--- config.mk ---
export PLATFORM = sky130hd
export DESIGN_NAME = qupdate_ctrl
export DESIGN_NICKNAME = d
export VERILOG_FILES = /design/src/rtl/qupdate_ctrl.sv
export SDC_FILE = /design/constraint.sdc
export NUM_CORES = 1
export LEC_CHECK = 0
export BUFFER_PORTS_ARGS = -buffer_cell sky130_fd_sc_hd__buf_2
export CORE_ASPECT_RATIO = 1.4
export CORE_MARGIN = 10
export CORE_UTILIZATION = 40
export DETAILED_ROUTE_END_ITERATION = 16
export GPL_TIMING_DRIVEN = 0
export PLACE_DENSITY = 0.68
export SETUP_SLACK_MARGIN = 0.05
export SLEW_MARGIN = 40
export SYNTH_ARGS = -nofsm -noshare
export SYNTH_HDL_FRONTEND = slang
export SYNTH_SLANG_ARGS = --single-unit
--- constraint.sdc ---
create_clock -name i_clk -period 7 [get_ports i_clk]
set_input_delay 0.35 -clock i_clk [delete_from_list [all_inputs] [get_ports i_clk]]
set_output_delay 0.35 -clock i_clk [all_outputs]
set_load 0.01 [all_outputs]
--- src/rtl/qupdate_ctrl.sv ---
// Q-learning table update controller: Q(s,a) += alpha*(r + gamma*max Q(s',.) - Q(s,a)).
// Optional greedy-action output enabled by defining QUPD_GREEDY_OUT_EN.
module qupdate_ctrl #(
    parameter int ADDR_WIDTH  = 8,
    parameter int DATA_WIDTH  = 8,
    parameter int ACTION_W    = 2,
    parameter int ALPHA_SHIFT = 1,
    parameter int GAMMA_SHIFT = 1
) (
    input  logic                           i_clk,
    input  logic                           i_rst,
    input  logic                           i_valid,
    output logic                           o_ready,
    input  logic [ADDR_WIDTH-ACTION_W-1:0] i_state,
    input  logic [ACTION_W-1:0]            i_action,
    input  logic [ADDR_WIDTH-ACTION_W-1:0] i_next_state,
    input  logic [DATA_WIDTH-1:0]          i_reward,
    output logic [ADDR_WIDTH-1:0]          o_mem_addr_r,
    input  logic [DATA_WIDTH-1:0]          i_mem_data,
    output logic [ADDR_WIDTH-1:0]          o_mem_addr_w,
    output logic                           o_mem_we,
    output logic [DATA_WIDTH-1:0]          o_mem_data,
`ifdef QUPD_GREEDY_OUT_EN
    output logic [ACTION_W-1:0]            o_best_action,
`endif
    output logic                           o_done
);

    localparam int SW = ADDR_WIDTH - ACTION_W;
    localparam int CW = DATA_WIDTH + 2;
    localparam logic signed [CW-1:0] MAXV = $signed({2'b00, {DATA_WIDTH{1'b1}}});

    typedef enum logic [2:0] {
        S_IDLE,
        S_READ,
        S_DRAIN,
        S_CALC,
        S_WRITE
    } state_t;

    state_t                r_state;
    logic [2:0]            r_cnt;
    logic [SW-1:0]         r_s;
    logic [ACTION_W-1:0]   r_a;
    logic [SW-1:0]         r_sp;
    logic [DATA_WIDTH-1:0] r_r;
    logic [DATA_WIDTH-1:0] r_q;
    logic [DATA_WIDTH-1:0] r_max;
    logic                  w_sample;

`ifdef QUPD_GREEDY_OUT_EN
    logic [ACTION_W-1:0]   r_best;
    logic [2:0]            w_idx;
    assign w_idx = r_cnt - 3'd2;
`endif

    logic signed [CW-1:0]  w_max;
    logic signed [CW-1:0]  w_max_sh;
    logic signed [CW-1:0]  w_g;
    logic signed [CW-1:0]  w_sum;
    logic signed [CW-1:0]  w_tgt;
    logic signed [CW-1:0]  w_qx;
    logic signed [CW-1:0]  w_diff;
    logic signed [CW-1:0]  w_raw;
    logic [DATA_WIDTH-1:0] w_new;

    always_comb begin
        w_max    = $signed({2'b00, r_max});
        w_max_sh = $signed({2'b00, r_max >> GAMMA_SHIFT});
        w_g      = w_max - w_max_sh;
        w_sum    = $signed({2'b00, r_r}) + w_g;
        w_tgt    = (w_sum > MAXV) ? MAXV : w_sum;
        w_qx     = $signed({2'b00, r_q});
        w_diff   = w_tgt - w_qx;
        w_raw    = w_qx + (w_diff >>> ALPHA_SHIFT);
        if (w_raw[CW-1])
            w_new = '0;
        else if (w_raw > MAXV)
            w_new = {DATA_WIDTH{1'b1}};
        else
            w_new = w_raw[DATA_WIDTH-1:0];
    end

    // s' data arrives two cycles behind the counter: cnt 2..5 carry actions 0..3
    assign w_sample = (r_state == S_DRAIN) ||
                      ((r_state == S_READ) && (r_cnt >= 3'd2));

    always_ff @(posedge i_clk or posedge i_rst) begin
        if (i_rst) begin
            r_state      <= S_IDLE;
            r_cnt        <= '0;
            r_s          <= '0;
            r_a          <= '0;
            r_sp         <= '0;
            r_r          <= '0;
            r_q          <= '0;
            r_max        <= '0;
            o_ready      <= 1'b1;
            o_mem_addr_r <= '0;
            o_mem_addr_w <= '0;
            o_mem_we     <= 1'b0;
            o_mem_data   <= '0;
            o_done       <= 1'b0;
`ifdef QUPD_GREEDY_OUT_EN
            r_best        <= '0;
            o_best_action <= '0;
`endif
        end else begin
            o_mem_we <= 1'b0;
            o_done   <= 1'b0;

            if (w_sample && (i_mem_data > r_max)) begin
                r_max <= i_mem_data;
`ifdef QUPD_GREEDY_OUT_EN
                r_best <= ACTION_W'(w_idx);
`endif
            end

            unique case (r_state)
                S_IDLE: begin
                    if (i_valid) begin
                        r_s          <= i_state;
                        r_a          <= i_action;
                        r_sp         <= i_next_state;
                        r_r          <= i_reward;
                        r_cnt        <= '0;
                        r_max        <= '0;
`ifdef QUPD_GREEDY_OUT_EN
                        r_best       <= '0;
`endif
                        o_mem_addr_r <= {i_state, i_action};
                        o_ready      <= 1'b0;
                        r_state      <= S_READ;
                    end
                end
                S_READ: begin
                    r_cnt <= r_cnt + 3'd1;
                    if (r_cnt == 3'd1)
                        r_q <= i_mem_data;
                    if (r_cnt < 3'd4)
                        o_mem_addr_r <= {r_sp, ACTION_W'(r_cnt)};
                    else
                        r_state <= S_DRAIN;
                end
                S_DRAIN: begin
                    r_state <= S_CALC;
                end
                S_CALC: begin
                    o_mem_we     <= 1'b1;
                    o_done       <= 1'b1;
                    o_mem_addr_w <= {r_s, r_a};
                    o_mem_data   <= w_new;
`ifdef QUPD_GREEDY_OUT_EN
                    o_best_action <= r_best;
`endif
                    r_state      <= S_WRITE;
                end
                S_WRITE: begin
                    o_ready <= 1'b1;
                    r_state <= S_IDLE;
                end
                default: begin
                    o_ready <= 1'b1;
                    r_state <= S_IDLE;
                end
            endcase
        end
    end

endmodule
## Word level (Yosys, flattened, before mapping)

Cells that the tools add are included.

| word-level totals | value |
|---|---|
| bits in registers | 70 |
| input bits | 33 |
| output and inout bits | 27 |
| word-level logic and storage cells | 60 |

| cells by class | value |
|---|---|
| add/subtract/negate cells | 5 |
| magnitude comparators | 5 |
| equal/unequal tests | 7 |
| muxes and demuxes | 17 |
| bitwise operators | 1 |
| reduce and logical (&&, ||, !) cells | 12 |

Operators with widths:

| cell | count |
|---|---|
| $mux W8 | 7 |
| $add A9 B9 Y10 | 2 |
| $gt A10 B9 Y1 const B | 2 |
| $pmux W8 S2 | 1 |
| $pmux W3 S4 | 1 |
| $mux W10 | 1 |
| $reduce_and A2 Y1 | 5 |
| $sub A10 B9 Y10 | 1 |
| $mux W3 | 3 |
| $sub A8 B7 Y9 | 1 |
| $gt A8 B8 Y1 | 1 |
| $eq A3 B1 Y1 const B | 2 |
| $eq A3 B2 Y1 const B | 2 |
| $pmux W3 S2 | 1 |
| $ne A2 B2 Y1 const B | 2 |
| $add A3 B1 Y3 const B | 1 |
| $ge A3 B2 Y1 const B | 1 |
| $logic_not A3 Y1 | 1 |
| $lt A3 B3 Y1 const B | 1 |
| $reduce_and A3 Y1 | 1 |
| $reduce_or A3 Y1 | 1 |
| $logic_and A1 B1 Y1 | 2 |
| $mux W1 | 2 |
| $ne A2 B1 Y1 const B | 1 |
| other kinds (4) | 4 |

## Logic depth before layout (Yosys ltp)

Gate-level depths: netlist (run 1).

| logic depth | value |
|---|---|
| word-level depth | 9 |
| gate-level depth with buffers | 38 |
| gate-level depth less buffers | 37 |

## Worst setup path after synthesis (run 1)

Ideal clock, no wire load.

| timing path | value |
|---|---|
| kind | register to register |
| from | register r_max[2] |
| to | register o_mem_data[7] |
| library setup time | 0.082 ns |
| data arrival time | 5.799 ns |
| required time | 6.918 ns |
| setup slack | 1.119 ns |
| stages on the path, launching flop included | 35 |
| path buffers | 1 |
| clock period less this slack | 5.881 ns |
| cells stage by stage | dfrtp_1 > inv_1 > ha_1 > nor2b_1 > o21ai_0 > a21boi_0 > o21ai_0 > nand2b_1 > a21oi_1 > nor2_1 > nor2_1 > xnor2_1 > ha_1 > a2111o_1 > o22ai_1 > or2_2 > and2_1 > buf_6 > nand2_1 > ha_1 > a21oi_1 > o21ai_0 > a31oi_1 > nor2b_1 > nor2b_1 > o21ai_0 > a311oi_1 > ha_1 > o41a_1 > nor3_1 > nand2_1 > mux2_4 > a31oi_4 > nor2_2 > a31oi_1 |

| between the ends | value |
|---|---|
| cells in the longest elaborated chain, start to end | 9 |

Ends and longest elaborated chain:

| what | RTL line | RTL |
|---|---|---|
| start: declaration | 48 | `logic [DATA_WIDTH-1:0] r_max;` |
| start signal: assignment | 113 | `r_max <= i_mem_data;` |
| $sub A8 B7 Y9 (*) | 70 | `w_g = w_max - w_max_sh;` |
| $add A9 B9 Y10 (*) | 71 | `w_sum = $signed({2'b00, r_r}) + w_g;` |
| $gt A10 B9 Y1 | 72 | `w_tgt = (w_sum > MAXV) ? MAXV : w_sum;` |
| $mux W10 (*) | 72 |  |
| $sub A10 B9 Y10 (*) | 74 | `w_diff = w_tgt - w_qx;` |
| $add A9 B9 Y10 (*) | 75 | `w_raw = w_qx + (w_diff >>> ALPHA_SHIFT);` |
| $gt A10 B9 Y1 | 78 | `else if (w_raw > MAXV)` |
| $mux W8 | 78 |  |
| $mux W8 (*) | 76 | `if (w_raw[CW-1])` |
| end signal: assignment | 152 | `o_mem_data <= w_new;` |
| end: declaration | 22 | `output logic [DATA_WIDTH-1:0] o_mem_data,` |

Every way passes the cells marked *; elsewhere a longest branch is shown, timed or not.
A chain may end at the register's enable or synchronous reset.

## Final worst setup path (run 1)

Same ends and word-level chain as after synthesis.

==> results of run 1 <==
[final timing paths]
check	start	end	cells after the start
setup / recovery	r_max[2]$_DFF_PP0_	o_mem_data[7]$_DFFE_PP0P_	38
hold / removal	i_rst	o_mem_data[6]$_DFFE_PP0P_	2
setup reg to reg	r_max[2]$_DFF_PP0_	o_mem_data[7]$_DFFE_PP0P_	38
hold reg to reg	r_s[2]$_DFFE_PP0P_	o_mem_addr_w[4]$_DFFE_PP0P_	2
max in group asynchronous	i_rst	r_max[2]$_DFF_PP0_	3
min in group i_clk	i_reward[1]	r_r[1]$_DFFE_PP0P_	3
[layer usage]
layer / track usage / vias to the layer above / share of wire / wire (um)
met4: 0.06723 / 0 / 0.037 / 395
met2: 0.2426 / 78 / 0.55 / 5775
li1: - / 1761 / - / -
met5: 0 / - / 0 / 0
met3: 0.03143 / 34 / 0.037 / 389
met1: 0.1396 / 1740 / 0.38 / 3995
[synthesized netlist by cell type, drive strengths merged (2+ instances only)]
cell	n
dfrtp	69
nand2	62
ha	43
o21ai	38
inv	34
mux2	29
nor2	28
a21oi	23
mux2i	16
xnor2	14
nand2b	11
nor2b	9
clkbuf	8
xor2	8
nor3	7
a21o	6
a211oi	4
fa	4
o22ai	4
a31oi	3
buf	3
nand3	3
o211ai	3
o21a	3
o31ai	3
a21boi	2
a311oi	2
and2	2
nand3b	2
nor3b	2
o21bai	2
o31a	2
or2	2
[layout make-up]
type                       count  area [um^2]
buffer                        11        60.06
clock buffer                  12        256.5
clock inverter                 4        53.80
fill                        1045         5567
inverter                      34        130.1
multi-input combinational    349         2645
sequential                    70         1753
tap                          141        176.4
timing repair buffer          63        337.8
[kinds of logic (layout without fill, tap and decap cells)]
logic type	after synthesis	after routing	share of synthesized area
AOI/OAI and AO/OA	102	102	0.1463
xor gates and xnor gates	22	22	0.04259
adders and majority gates	47	47	0.1366
buffers and inverters	45	124	0.04148
DFF	70	70	0.3874
muxes	45	45	0.1084
and+or+nand+nor	133	133	0.1372
[registers in the layout, summed over array words and instances, names as in the netlist, 3 cells and up]
name / count
o_mem_addr_r: 8
o_mem_addr_w: 8
o_mem_data: 8
r_max: 8
r_q: 8
r_r: 8
r_s: 6
r_sp: 6
r_cnt: 3
r_state: 3
[repair_timing]
action / in CTS / in global routing
resized for setup: 0 / 19
setup endpoints to repair: 0 / 8
setup buffers: 0 / 3
[stage by stage]
stage / std cells / instance area (um^2) / hold slack [ns] / worst slack (ns) / utilization
final: 684 / 5413 / 0.03032 / 0.5233 / 0.4930
after CTS: 681 / 5329 / 0.04214 / 0.1283 / 0.4854
after global placement: 664 / 4996 / 0.4553 / 0.2934 / 0.4550
after floorplan: 464 / 4524 / 0.4339 / 1.119 / -
after global routing: 684 / 5413 / 0.06812 / 0.02882 / 0.4930
after detailed placement: 665 / 5019 / 0.3985 / 0.1631 / 0.4571
[worst max-delay path, delay by kind of cell, from the launching register on]
family,cells,cell delay [ns]
adders and majority gates,4,1.37
muxes,1,0.28
DFF,1,0.42
and+or+nand+nor,15,1.92
buffers and inverters,3,0.29
AOI/OAI and AO/OA,13,1.91
xor gates and xnor gates,2,0.21
==> results.cfg, run 1 <==
[floorplan]
die_y_um = 145.8
pin_count = 60
dieArea_um2 = 16030
num_rows = 45
die_w_um = 109.9
core_area_um2 = 10980
start_util = 0.4121

[timing]
slew_headroom = 0.5425
hold_viol = 0
fin_crit_ns = 6.477
skew_ns = 0.006713
grt_setup_unrepaired = no
worst_slew_pin_slew_ns = 0.6847
tns_ns = 0
fmax_mhz = 154.4
final-setup-viol-count = 0
finalCritPeriodShare = 0.9252
slew_viol_final = 0

[synthesis]
yosysSeqAreaShare = 0.3874
synth_seq_cells = 70
ys_warn_count = 0
synth_area_um2 = 4524
syn_area_per_cell_um2 = 9.751
synth_edf_count = 0
synthCells = 464
yosys-top-cells-area = dfrtp_1 (38%), ha_1 (12%), mux2_2 (7.0%)
synth_ff_type = dfrtp_1
mappedNetlistNets = 544
ys_types = 53
synth_top_cell_area_share = 0.3816
synth-async-reset-ratio = 1.000
synth_top_area_cell = dfrtp_1

[place]
place_hpwl_mm = 8.578
numPortBuffers = 59
gp_congestion = 0.9114

[setup_path]
worstPathRequired_ns = 7.25
critPathMaxStageDelay_ns = 0.43
cp_slowest_cell = fa_1
end_kind = flip-flop
worstSetupPathType = flip-flop to flip-flop
startpoint_type = flip-flop
worst_ep_arrival_time_ns = 6.73
r2r_slack_ns = 0.52
critPathMaxFanout = 10

[grt]
grt_pass1_wl_mm = 17.64
overflow = 0
grt_pass1_vias = 3793
grt_max_degree = 37
grt.total_usage = 0.1353
antenna_found_initial = 0

[final_layout]
syn_to_final_growth_pct = 19.63
finalNetCount = 618
layout_commonest_cell = dfrtp_1
final_cell_mix = dfrtp_1 (69), nand2_1 (62), buf_2 (59)
final_layout_size_suffix_gt1_frac = 0.2486
diodes = 0

[cts]
clk_latency_ns = 0.33
clkTransAtPathRegs_ns = 0.06
ctsHoldBuffers = 0
clock-root-buffer = clkbuf_16
clk_path_buf_depth = 2
cts_tree = done
cts_inserted_buffers = 9
htree_levels = 3
cts_num_sinks = 70

[drt]
wl_per_cell_um = 15.43
drc = 0
vias_per_cell = 5.282
routed_wl_mm = 10.56
drtPass1Iterations = 4
antenna_left = 0
drt_first_iter_violations = 96
vias = 3613

[hold_path]
min_path_type = primary input to async pin

[run_status]
status = complete, no violations

[job]
cap_violations = 0
Power of run 1 is not shown: default switching activity piles up to over one toggle a cycle in this logic, so the estimate is an artifact.
==> inputs of run 2 (changes only) <==
==> constraint.sdc (replaced) <==
create_clock -name i_clk -period 8.3 [get_ports i_clk]
set_input_delay 0.415 -clock i_clk [delete_from_list [all_inputs] [get_ports i_clk]]
set_output_delay 0.415 -clock i_clk [all_outputs]
set_load 0.01 [all_outputs]
==> results.cfg, run 2 (synthesis results as in run 1) <==
[final_layout]
design_area_um2 = 5334
diodes = 0
syn_to_final_growth_pct = 17.89
multi_input_area_um2 = 2589
final_layout_size_suffix_gt1_frac = 0.2222
finalNetCount = 615
final_cell_mix = dfrtp_1 (69), nand2_1 (62), buf_2 (59)
layout_commonest_cell = dfrtp_1
fill_cells = 1056
seqCellArea_um2 = 1753

[floorplan]
start_util = 0.4121
pin_count = 60
die_y_um = 145.8
core_area_um2 = 10980
num_rows = 45
dieArea_um2 = 16030
die_w_um = 109.9

[setup_path]
startpoint_type = flip-flop
path_buf_inv = 2
worst_ep_arrival_time_ns = 7.09
reg2reg_to = o_mem_data[7]$_DFFE_PP0P_
worstPathRequired_ns = 8.55
cp_slowest_cell = dfrtp_1
r2r-start = r_max[2]$_DFF_PP0_
end_kind = flip-flop
ff2ff_path_depth = 36
critPathMaxStageDelay_ns = 0.42
critPathMaxFanout = 10
path_common_cell = o21ai_0
worstSetupPathType = flip-flop to flip-flop
crit_family = compound AO/OA/AOI/OAI gates
r2r_slack_ns = 1.46

[cts]
cts_num_sinks = 70
cts_resized = 0
cts_setup_buffers = 0
cts_tree = done
clkTransAtPathRegs_ns = 0.06
htree_levels = 3
cts_inserted_buffers = 9
clk_path_buf_depth = 2
clock-root-buffer = clkbuf_16
ctsHoldBuffers = 0
clk_latency_ns = 0.33

[drt]
routed_wl_mm = 10.46
vias = 3581
drc = 0
vias_per_cell = 5.258
drtPass1Iterations = 6
drt_first_iter_violations = 87
antenna_left = 0
wl_per_cell_um = 15.36

[grt]
grt_max_degree = 37
overflow = 0
antenna_found_initial = 0
grt_pass1_wl_mm = 17.64
grt.total_usage = 0.1353
grt_pass1_vias = 3793

[run_status]
status = complete, no violations

[timing]
final-setup-viol-count = 0
grt_setup_unrepaired = no
worst_slew_pin_slew_ns = 0.6801
finalCritPeriodShare = 0.8242
fmax_mhz = 146.2
hold_viol = 0
tns_ns = 0
fin_crit_ns = 6.841
slew_headroom = 0.5456
skew_ns = 0.006242
slew_viol_final = 0

[place]
gp_congestion = 0.9114
place_hpwl_mm = 8.578
post_dp_cell_area_um2 = 5019
numPortBuffers = 59

[hold_path]
min_path_type = primary input to async pin

[job]
cap_violations = 0
[run 2: per-layer routing]
layer  vias up  GRT usage  part of all wire
li1       1758          -                 -
met1      1732     0.1396              0.38
met2        65     0.2426              0.55
met3        26    0.03143             0.036
met4         0    0.06723             0.033
met5         -          0                 0
[run 2: layout make-up]
type | count | area share
plain buffers | 11 | 0.01126
clock buffers | 12 | 0.04809
well taps | 141 | 0.03308
flip-flops and latches | 70 | 0.3286
clock inverters | 4 | 0.01009
multi-input cells | 349 | 0.4853
repair buffers | 60 | 0.05911
inverters | 34 | 0.02440
[run 2: how the worst max path moves through the flow]
stage	startpoint	to	slack, ns	depth (start not counted)
finish	r_max[2]$_DFF_PP0_	o_mem_data[7]$_DFFE_PP0P_	1.46	36
global route	r_max[2]$_DFF_PP0_	o_mem_data[1]$_DFFE_PP0P_	0.74	36
CTS	r_max[2]$_DFF_PP0_	o_mem_data[6]$_DFFE_PP0P_	1.43	31
detailed placement	r_max[2]$_DFF_PP0_	o_mem_data[6]$_DFFE_PP0P_	1.46	31
global placement	r_max[2]$_DFF_PP0_	o_mem_data[6]$_DFFE_PP0P_	1.59	31
floorplan	r_max[2]$_DFF_PP0_	o_mem_data[7]$_DFFE_PP0P_	2.42	34
[run 2: stage by stage]
stage	util	std cells	setup WS, ns	hold WS, ns
after floorplan	-	464	2.419	0.4339
after detailed placement	0.4571	665	1.463	0.4589
after global placement	0.4550	664	1.593	0.4553
after CTS	0.4854	681	1.428	0.1071
final	0.4858	681	1.459	0.09609
after global routing	0.4858	681	0.7379	0.1331
Power of run 2 is left out for the same reason.
